**config.mk**
```make
export PLATFORM = sky130hd
export DESIGN_NAME = fp_add_pipe
export DESIGN_NICKNAME = d
export VERILOG_FILES = /design/src/rtl/fp_add_pipe.sv
export SDC_FILE = /design/constraint.sdc
export NUM_CORES = 1
export LEC_CHECK = 0
export CELL_PAD_IN_SITES_DETAIL_PLACEMENT = 0
export CELL_PAD_IN_SITES_GLOBAL_PLACEMENT = 2
export CORE_AREA = 3 3 199 201
export CTS_CLUSTER_DIAMETER = 120
export DETAILED_ROUTE_END_ITERATION = 8
export DIE_AREA = 0 0 202 204
export HOLD_SLACK_MARGIN = 0.06
export PLACE_DENSITY_LB_ADDON = 0.08
export SLEW_MARGIN = 20
export SYNTH_ARGS = -nofsm -noshare
export SYNTH_HDL_FRONTEND = slang
export SYNTH_SLANG_ARGS = --single-unit
```
**constraint.sdc**
```tcl
create_clock -name clk -period 8.5 [get_ports clk]
set_clock_uncertainty 0.2 [all_clocks]
set_input_delay 1.275 -clock clk [delete_from_list [all_inputs] [get_ports clk]]
set_output_delay 1.275 -clock clk [all_outputs]
set_load 0.02 [all_outputs]
```
**src/rtl/fp_add_pipe.sv**
```systemverilog
// Three-stage floating-point adder/subtractor with round-to-nearest-even, flushed denormals
// and a valid/ready stream interface: align -> add -> normalize/round.
module fp_add_pipe #(
    parameter int EXP_W = 8,
    parameter int MAN_W = 23
) (
    input  logic                 clk,
    input  logic                 rst,
    input  logic                 in_valid,
    output logic                 in_ready,
    input  logic [EXP_W+MAN_W:0] a,
    input  logic [EXP_W+MAN_W:0] b,
    input  logic                 sub,
    output logic                 out_valid,
    input  logic                 out_ready,
    output logic [EXP_W+MAN_W:0] result,
    output logic                 ovf
);
    localparam int W      = 1 + EXP_W + MAN_W;
    localparam int SW     = MAN_W + 4;          // hidden, mantissa, G, R, S
    localparam int EW     = EXP_W + 2;          // signed working exponent
    localparam int LZW    = $clog2(SW + 1);
    localparam int STAGES = 3;
    localparam logic [EXP_W-1:0] EMAX = '1;
    localparam logic [W-1:0]     QNAN = {1'b0, EMAX, 1'b1, {(MAN_W-1){1'b0}}};

    typedef struct packed {
        logic             s;
        logic [EXP_W-1:0] e;
        logic [MAN_W-1:0] m;
    } fp_t;

    function automatic logic [LZW-1:0] lzc(input logic [SW-1:0] v);
        logic [LZW-1:0] n;
        n = '0;
        for (int i = 0; i < SW; i++)
            if (v[i]) n = LZW'(SW - 1 - i);
        return n;
    endfunction

    logic              advance;
    logic [STAGES:1]   vld_pipe;

    assign advance   = !out_valid || out_ready;
    assign in_ready  = advance;
    assign out_valid = vld_pipe[STAGES];

    always_ff @(posedge clk or posedge rst) begin
        if (rst) vld_pipe <= '0;
        else if (advance) vld_pipe <= {vld_pipe[STAGES-1:1], in_valid};
    end

    // ---------------- S1: unpack, specials, swap, align ----------------
    fp_t              ua, ub, ux, uy;
    logic             a_nan, b_nan, a_inf, b_inf, spec_c;
    logic [W-1:0]     sval_c;
    logic [EXP_W-1:0] d;
    logic [SW-1:0]    x_sig, y_raw, y_al;
    logic [2*SW-1:0]  y_ext;

    always_comb begin
        ua    = a;
        ub    = b;
        ub.s  = b[W-1] ^ sub;
        a_nan = (ua.e == EMAX) && (ua.m != '0);
        b_nan = (ub.e == EMAX) && (ub.m != '0);
        a_inf = (ua.e == EMAX) && (ua.m == '0);
        b_inf = (ub.e == EMAX) && (ub.m == '0);
        spec_c = (ua.e == EMAX) || (ub.e == EMAX);
        if (a_nan || b_nan || (a_inf && b_inf && (ua.s != ub.s)))
            sval_c = QNAN;
        else if (a_inf)
            sval_c = {ua.s, EMAX, {MAN_W{1'b0}}};
        else
            sval_c = {ub.s, EMAX, {MAN_W{1'b0}}};
        // denormals become signed zeros before the magnitude compare
        if (ua.e == '0) ua.m = '0;
        if (ub.e == '0) ub.m = '0;
        if ({ub.e, ub.m} > {ua.e, ua.m}) begin
            ux = ub;
            uy = ua;
        end else begin
            ux = ua;
            uy = ub;
        end
        d     = ux.e - uy.e;
        x_sig = {ux.e != '0, ux.m, 3'b000};
        y_raw = {uy.e != '0, uy.m, 3'b000};
        y_ext = {y_raw, {SW{1'b0}}} >> d;
        if (d >= EXP_W'(SW))
            y_al = {{(SW-1){1'b0}}, |y_raw};
        else
            y_al = {y_ext[2*SW-1:SW+1], y_ext[SW] | (|y_ext[SW-1:0])};
    end

    logic             s1_spec, s1_sx, s1_sy;
    logic [W-1:0]     s1_sval;
    logic [EXP_W-1:0] s1_ex;
    logic [SW-1:0]    s1_xs, s1_ys;

    always_ff @(posedge clk) begin
        if (advance && in_valid) begin
            s1_spec <= spec_c;
            s1_sval <= sval_c;
            s1_sx   <= ux.s;
            s1_sy   <= uy.s;
            s1_ex   <= ux.e;
            s1_xs   <= x_sig;
            s1_ys   <= y_al;
        end
    end

    // ---------------- S2: signed magnitude add ----------------
    logic [SW:0] sum_c;

    always_comb begin
        if (s1_sx ^ s1_sy) sum_c = {1'b0, s1_xs} - {1'b0, s1_ys};
        else               sum_c = {1'b0, s1_xs} + {1'b0, s1_ys};
    end

    logic             s2_spec, s2_sign, s2_zneg;
    logic [W-1:0]     s2_sval;
    logic [EXP_W-1:0] s2_ex;
    logic [SW:0]      s2_sum;

    always_ff @(posedge clk) begin
        if (advance && vld_pipe[1]) begin
            s2_spec <= s1_spec;
            s2_sval <= s1_sval;
            s2_sign <= s1_sx;
            s2_zneg <= s1_sx & s1_sy;   // only (-0)+(-0) keeps a negative exact zero
            s2_ex   <= s1_ex;
            s2_sum  <= sum_c;
        end
    end

    // ---------------- S3: normalize, round, pack ----------------
    logic [LZW-1:0]       lz;
    logic [SW-1:0]        nm;
    logic signed [EW-1:0] e_n, e_r;
    logic                 rinc;
    logic [MAN_W+1:0]     mr;
    logic [MAN_W-1:0]     man_o;
    logic [W-1:0]         res_c;
    logic                 ovf_c;

    always_comb begin
        lz = lzc(s2_sum[SW-1:0]);
        if (s2_sum[SW]) begin
            nm  = {s2_sum[SW:2], s2_sum[1] | s2_sum[0]};
            e_n = $signed({2'b00, s2_ex}) + EW'(1);
        end else begin
            nm  = s2_sum[SW-1:0] << lz;
            e_n = $signed({2'b00, s2_ex}) - $signed({{(EW-LZW){1'b0}}, lz});
        end
        rinc = nm[2] & (nm[1] | nm[0] | nm[3]);
        mr   = {1'b0, nm[SW-1:3]} + (MAN_W+2)'(rinc);
        if (mr[MAN_W+1]) begin
            e_r   = e_n + EW'(1);
            man_o = mr[MAN_W:1];
        end else begin
            e_r   = e_n;
            man_o = mr[MAN_W-1:0];
        end
        ovf_c = 1'b0;
        if (s2_spec)
            res_c = s2_sval;
        else if (s2_sum == '0)
            res_c = {s2_zneg, {(W-1){1'b0}}};
        else if (e_n[EW-1] || e_n == '0)
            res_c = {s2_sign, {(W-1){1'b0}}};
        else if (e_r >= $signed({2'b00, EMAX})) begin
            res_c = {s2_sign, EMAX, {MAN_W{1'b0}}};
            ovf_c = 1'b1;
        end else
            res_c = {s2_sign, e_r[EXP_W-1:0], man_o};
    end

    always_ff @(posedge clk or posedge rst) begin
        if (rst) begin
            result <= '0;
            ovf    <= 1'b0;
        end else if (advance && vld_pipe[STAGES-1]) begin
            result <= res_c;
            ovf    <= ovf_c;
        end
    end

endmodule

```
==> results of run 1 <==
==> worst min-delay path by stage <==
| stage | start | endpoint | slack (ns) | cells after the start |
|---|---|---|---|---|
| 2_1_floorplan | s1_ex[0]$_DFFE_PP_ | s2_ex[0]$_DFFE_PP_ | 0.20 | 0 |
| 3_3_place_gp | s1_ex[1]$_DFFE_PP_ | s2_ex[1]$_DFFE_PP_ | 0.20 | 0 |
| 3_5_place_dp | s1_ex[5]$_DFFE_PP_ | s2_ex[5]$_DFFE_PP_ | 0.20 | 0 |
| 4_1_cts | s1_ex[6]$_DFFE_PP_ | s2_ex[6]$_DFFE_PP_ | 0.21 | 0 |
| 5_1_grt | s1_ex[6]$_DFFE_PP_ | s2_ex[6]$_DFFE_PP_ | 0.22 | 0 |
| 6_report | s1_ex[6]$_DFFE_PP_ | s2_ex[6]$_DFFE_PP_ | 0.21 | 0 |
==> final cells by class <==
type / count / area share, %
Multi-Input combinational cell: 1475 / 59.39
Sequential cell: 141 / 23.64
Antenna cell: 1 / 0.01459
Timing Repair Buffer: 133 / 7.471
Tap cell: 511 / 3.728
Inverter: 123 / 2.692
Clock inverter: 10 / 0.3794
Clock buffer: 21 / 2.685
==> power by group <==
group / total, mW / switching (mW) / internal [mW]
sequential: 1.14 / 0.194 / 0.947
combinational: 2.66 / 1.65 / 1.01
clock: 0.673 / 0.287 / 0.386
total: 4.47 / 2.13 / 2.35
==> cells in the mapped netlist, types with 29 or more instances <==
library cell	n
nor4_1	29
dfrtp_1	36
nand3_1	43
mux2i_1	67
o21ai_0	99
ha_1	91
inv_1	117
edfxtp_1	105
a21oi_1	101
nor2_1	153
nor3_1	64
mux2_2	32
clkbuf_1	69
nand2_1	243
xnor2_1	42
==> through the flow <==
step | util (%) | instance area, um^2 | total power, mW | setup slack [ns]
6_report | 45.42 | 17150 | 4.472 | 1.179
5_1_grt | 45.42 | 17150 | 4.773 | 0.7569
4_1_cts | 45.42 | 17150 | 4.472 | 1.176
3_5_place_dp | 44.02 | 16620 | 3.779 | 0.7548
3_3_place_gp | 44.02 | 16620 | 3.784 | 0.8029
2_1_floorplan | - | 15200 | 2.925 | 1.143
==> registers in the layout (all words and copies together) (netlist names), 2 cells and up <==
| register | flops |
|---|---|
| s2_sum | 28 |
| s1_ys | 27 |
| s2_ex | 8 |
| result | 32 |
| s1_sval | 2 |
| s1_xs | 24 |
| s1_ex | 8 |
| s2_sval | 2 |
| vld_pipe | 3 |
==> kinds of logic (layout without fill, tap and decap cells) <==
| kind of cell | count (synthesis) | count (layout) |
|---|---|---|
| buffers and inverters | 237 | 287 |
| XOR/XNOR | 57 | 57 |
| flip-flops | 141 | 141 |
| AO/OA/AOI/OAI | 511 | 511 |
| AND/OR/NAND/NOR | 687 | 687 |
| adder cells (fa/ha/maj) | 93 | 93 |
| other | 0 | 1 |
| multiplexers | 127 | 127 |
==> metal layers <==
layer  track usage, %  vias to the layer above  part of all wire, %
met1            32.22                     7061                   42
met3            3.058                      113                  4.2
met4            10.89                        0                  4.2
li1                 -                     7035                    -
met2            44.93                      505                   49
met5                0                        -                    0
==> qor.csv, run 1 <==
stage;metric;value;unit
flow_run;cap_violations;0;
routing;vias;14710;
placed_design;dp_hpwl;42890;um
sta;fin_crit_sh;86.13;%
finish;final_cell_mix;nand2_1, nor2_1, inv_1;
sta;slew-limit-headroom;36.30;%
global_route;grt_start_max_net_pins;65;
sta;finalSetupTns;0;ns
yosys;synth_edf_count;105;
outcome;status;finished, final reports clean;
worst_setup_path;critPathTopFamily;simple AND/OR/NAND/NOR gates;
global_route;grt_pass1_wl;83390;um
routing;ant_nets;0;
worst_setup_path;crit_arrival;7.27;ns
yosys;synthTopCellsByArea;edfxtp_1, ha_1, nand2_1;
global_route;grt.overflow.total;0;
clock_tree;clock_path_buffers;2;
sta;holdWs;0.2063;ns
yosys;synth_cell_types;99;
sta;final_hold_viol_count;0;
worst_setup_path;crit_chain;clkdlybuf4s50_1 > nor4_1 > nand2_1 > buf_4 > nand2_1 > inv_1 > ha_1 > nand4_1 > nor4_1 > and3_1 > a21oi_4 > o311ai_1 > o21ai_0 > a221oi_1 > buf_4 > a211o_1 > nor2_1 > or4_1 > buf_4 > nor4b_1;
worst_setup_path;startpoint_type;primary input;
sta;worst_slew_pin_slew;0.9455;ns
power_and_ir_drop;ir_drop;0.1605;mV
worst_hold_path;hp-class;register to register;
worst_setup_path;crit_path_top_delay_cell;or4_1;
yosys;synthFlopType;edfxtp_1;
yosys;syn_avg_cell_area;8.202;um^2
finish;multi_input_area;10180;um^2
finish;drive_gt1_share;8.776;%
clock_tree;htree_levels;4;
die;die_area;41210;um^2
worst_setup_path;cpPeakStageDelay;0.61;ns
yosys;ys_seq_elements;141;
sta;rsz0062_at_grt;no;
yosys;postSynth.asyncResetShare;25.53;%
die;io_pins;104;
die;die_x;202;um
worst_setup_path;path_max_fanout;24;
die;start_util;40.26;%
clock_tree;cts_buffers;17;
yosys;netlist_instances;1853;
clock_tree;cts-root-buf;clkbuf_16;
yosys;synth-adder-area-share;7.755;%
worst_setup_path;crit_path_end;s1_ys[24]$_SDFFCE_PP0P_;
die;die_h;204;um
placed_design;io_buffers;103;
sta;slew_violations;0;
finish;regArea;4054;um^2
global_route;antenna_found_initial;1;
yosys;muxShareOfSynthArea;10.88;%
yosys;ys_warn_count;0;
worst_setup_path;startpoint;b[23];
power_and_ir_drop;p_per_area;260.8;nW/um^2
finish;layout_commonest_cell;nand2_1;
routing;dr.pass1.iters;5;
yosys;synth-compound-area-share;23.30;%
sta;setup_viol;0;
clock_tree;postCtsHoldBufs;0;
routing;routed_via_density;6.093;
global_route;grt.total_usage;25.71;%
routing;wirelength;54100;um
worst_setup_path;worstRegToRegCells;21;
yosys;syn_nets;2015;
finish;fill_cells;3813;
yosys;yosys.area_share.xor_xnor;3.285;%
worst_setup_path;r2r-start;s2_sum[9]$_DFFE_PP_;
clock_tree;cts.sinks;141;
finish;design.final.nets;2053;
yosys;yosysSeqAreaShare;26.67;%
routing;detail_route.wl_per_cell;22.40;um
yosys;synthSimpleGateAreaFrac;21.65;%
placed_design;gp_congestion;0.9573;
yosys;synth.largest_area_cell;edfxtp_1;
worst_setup_path;required;8.45;ns
clock_tree;clock_latency;0.44;ns
routing;drtIter0Drc;1209;
worst_setup_path;crit_type;primary input to register;
finish;area_growth;12.83;%
die;core;37760;um^2
clock_tree;cts_tree;done;
yosys;yosys.area.top_type_share;20.75;%
routing;drc_errors;0;
worst_setup_path;cp-end-kind;register;
power_and_ir_drop;power_leakage;6.709;nW
placed_design;dp_cells;2383;
yosys;synth_top_family_by_area;compound AO/OA/AOI/OAI gates;
worst_setup_path;path_buf_inv;5;
sta;period_needed;7.321;ns
worst_setup_path;worst-path-stages;20;
clock_tree;path_clk_slew;0.06;ns
worst_setup_path;crit_path_frequent_cell;buf_4;
yosys;syn_area;15200;um^2
global_route;grt_pass1_vias;14330;
worst_setup_path;regToRegEndpoint;result[4]$_DFFE_PP0P_;
clock_tree;cts_setup_buffers;0;
worst_setup_path;r2r_setup_slack;2.04;ns
sta;fmax;136.6;MHz
finish;fin_cells;2415;
die;rows;71;
clock_tree;post_cts_resized;0;
(Power assumes the default switching activity.)
==> run 2, diff against run 1 <==
- RECOVER_POWER: default -> 50
==> run 2 against run 1 <==
The flow now finishes with violations (max-capacitance violations, max-slew violations). Global-route usage stayed put. Maximum frequency down 0.14%. First-iteration DRC count grew 3.7%. Register-to-register slack about the same. Setup slack got worse by 0.011 ns. Routed wire length decreased by 0.17%.
==> qor.csv, run 2 (synthesized netlist as in run 1, its figures left out) <==
stage;metric;value;unit
outcome;status;finished with violations;
outcome;failed_checks;max-capacitance violations, max-slew violations;
power_and_ir_drop;power.internal;2.325;mW
routing;wl_met1;22830;um
routing;dr.pass1.iters;5;
sta;setup_viol;0;
worst_hold_path;holdPathEnd;s2_ex[6]$_DFFE_PP_;
worst_setup_path;cpPeakStageDelay;0.67;ns
sta;finalSetupTns;0;ns
power_and_ir_drop;power_leakage;6.739;nW
sta;setup_slack;1.169;ns
finish;largest_reg_flops;32;
routing;wl_met3;2260;um
routing;top_layer;met4;
routing;drc_errors;0;
sta;fin_crit_sh;86.25;%
die;start_util;40.26;%
sta;worst_slew_pin_slew;3.350;ns
routing;wirelength;54010;um
global_route;grt_pass1_wl;83390;um
worst_setup_path;startpoint_type;primary input;
worst_setup_path;crit_arrival;7.28;ns
die;die_x;202;um
worst_setup_path;crit_type;primary input to register;
worst_setup_path;crit_chain;dlygate4sd3_1 > nor4_1 > nand2_1 > buf_4 > nand2_1 > inv_1 > ha_1 > nand4_1 > nor4_1 > and3_1 > a21oi_4 > o311ai_1 > o21ai_0 > a221oi_1 > buf_4 > a211o_1 > nor2_1 > or4_1 > buf_4 > nor4b_1;
placed_design;gp_congestion;0.9573;
global_route;grt_start_max_net_pins;65;
clock_tree;cts_setup_buffers;0;
finish;antenna_cells;0;
sta;holdWs;0.2071;ns
clock_tree;postCtsHoldBufs;0;
worst_setup_path;r2r-start;s2_sum[9]$_DFFE_PP_;
sta;period_needed;7.331;ns
global_route;grt.total_usage;25.71;%
clock_tree;clock_latency;0.43;ns
global_route;grt_pass1_vias;14330;
placed_design;pre_cts_slack;0.7548;ns
power_and_ir_drop;clkPwrFrac;15.1;%
sta;slew-limit-headroom;-123.3;%
finish;design.final.nets;2053;
worst_setup_path;required;8.45;ns
finish;layout_commonest_cell;nand2_1;
routing;wl_met2;26590;um
power_and_ir_drop;p_comb_share;59.1;%
clock_tree;post_cts_resized;0;
placed_design;io_buffers;103;
worst_setup_path;path_buf_inv;5;
clock_tree;htree_levels;4;
routing;routed_via_density;6.052;
worst_setup_path;worstRegToRegCells;21;
clock_tree;path_clk_slew;0.06;ns
global_route;grt.overflow.total;0;
worst_setup_path;r2r_setup_slack;2.05;ns
worst_setup_path;cp-end-kind;register;
worst_setup_path;path_max_fanout;24;
routing;drtIter0Drc;1254;
clock_tree;cts_buffers;17;
worst_setup_path;regToRegEndpoint;result[4]$_DFFE_PP0P_;
finish;drive_gt1_share;8.565;%
finish;area_growth;12.74;%
routing;detail_route.wl_per_cell;22.37;um
clock_tree;clock_path_buffers;2;
routing;ant_nets;0;
die;die_h;204;um
die;rows;71;
worst_hold_path;whs_path_depth;0;
placed_design;dp_hpwl;42890;um
sta;final_hold_viol_count;0;
worst_hold_path;holdCritStartpoint;s1_ex[6]$_DFFE_PP_;
worst_hold_path;hp-class;register to register;
power_and_ir_drop;p_seq_share;25.7;%
routing;vias;14610;
clock_tree;cts_tree;done;
die;die_area;41210;um^2
worst_setup_path;critPathTopFamily;simple AND/OR/NAND/NOR gates;
flow_run;cap_violations;4;
finish;multi_input_area;10180;um^2
finish;regArea;4054;um^2
sta;rsz0062_at_grt;no;
power_and_ir_drop;p_per_area;259.4;nW/um^2
die;io_pins;104;
worst_setup_path;crit_path_top_delay_cell;dlygate4sd3_1;
power_and_ir_drop;power.switching;2.119;mW
finish;fill_cells;3815;
finish;max_flop_register;result;
clock_tree;cts.sinks;141;
sta;slew_violations;186;
finish;top_regs;result (32), s2_sum (28), s1_ys (27);
clock_tree;cts-root-buf;clkbuf_16;
finish;final_cell_mix;nand2_1, nor2_1, inv_1;
sta;fmax;136.4;MHz
die;core;37760;um^2
worst_setup_path;crit_path_frequent_cell;buf_4;
power_and_ir_drop;ir_drop;0.1604;mV
power_and_ir_drop;switching_share;47.68;%
global_route;antenna_found_initial;1;
run 2: through the flow:
stage | util, % | power (mW) | cells | area (um^2)
5_1_grt | 45.38 | 4.750 | 2414 | 17130
3_3_place_gp | 44.02 | 3.784 | 2383 | 16620
3_5_place_dp | 44.02 | 3.779 | 2383 | 16620
2_1_floorplan | - | 2.925 | 1853 | 15200
4_1_cts | 45.42 | 4.472 | 2414 | 17150
6_report | 45.38 | 4.444 | 2414 | 17130
run 2: routing by layer:
| metal | track usage [%] | up-vias |
|---|---|---|
| met5 | 0 | - |
| met1 | 32.22 | 6976 |
| li1 | - | 7037 |
| met3 | 3.058 | 118 |
| met2 | 44.93 | 479 |
| met4 | 10.89 | 0 |
run 2: cell type report:
class	instances	area share [%]
timing repair buffer	133	7.412
clock buffer	21	2.687
tap	511	3.732
clock inverter	10	0.3797
sequential	141	23.66
inverter	123	2.695
multi-input combinational	1475	59.43
run 2: how the worst max path moves through the flow:
stage           from                      end  cells past startpoint
3_5_place_dp   b[23]  s1_ys[24]$_SDFFCE_PP0P_                     20
6_report       b[25]  s1_ys[24]$_SDFFCE_PP0P_                     20
2_1_floorplan  b[24]       s1_ys[0]$_DFFE_PP_                     27
3_3_place_gp   b[24]  s1_ys[24]$_SDFFCE_PP0P_                     21
5_1_grt        b[25]  s1_ys[24]$_SDFFCE_PP0P_                     20
4_1_cts        b[23]  s1_ys[24]$_SDFFCE_PP0P_                     20
run 2: power groups by stage:
| stage | combinational (mW) | clock (mW) | sequential [mW] |
|---|---|---|---|
| 3_5_place_dp | 2.63 | 0 | 1.15 |
| 3_3_place_gp | 2.64 | 0 | 1.15 |
| 4_1_cts | 2.64 | 0.694 | 1.14 |
| 6_report | 2.63 | 0.672 | 1.14 |
| 2_1_floorplan | 1.81 | 0 | 1.12 |
| 5_1_grt | 2.86 | 0.721 | 1.16 |
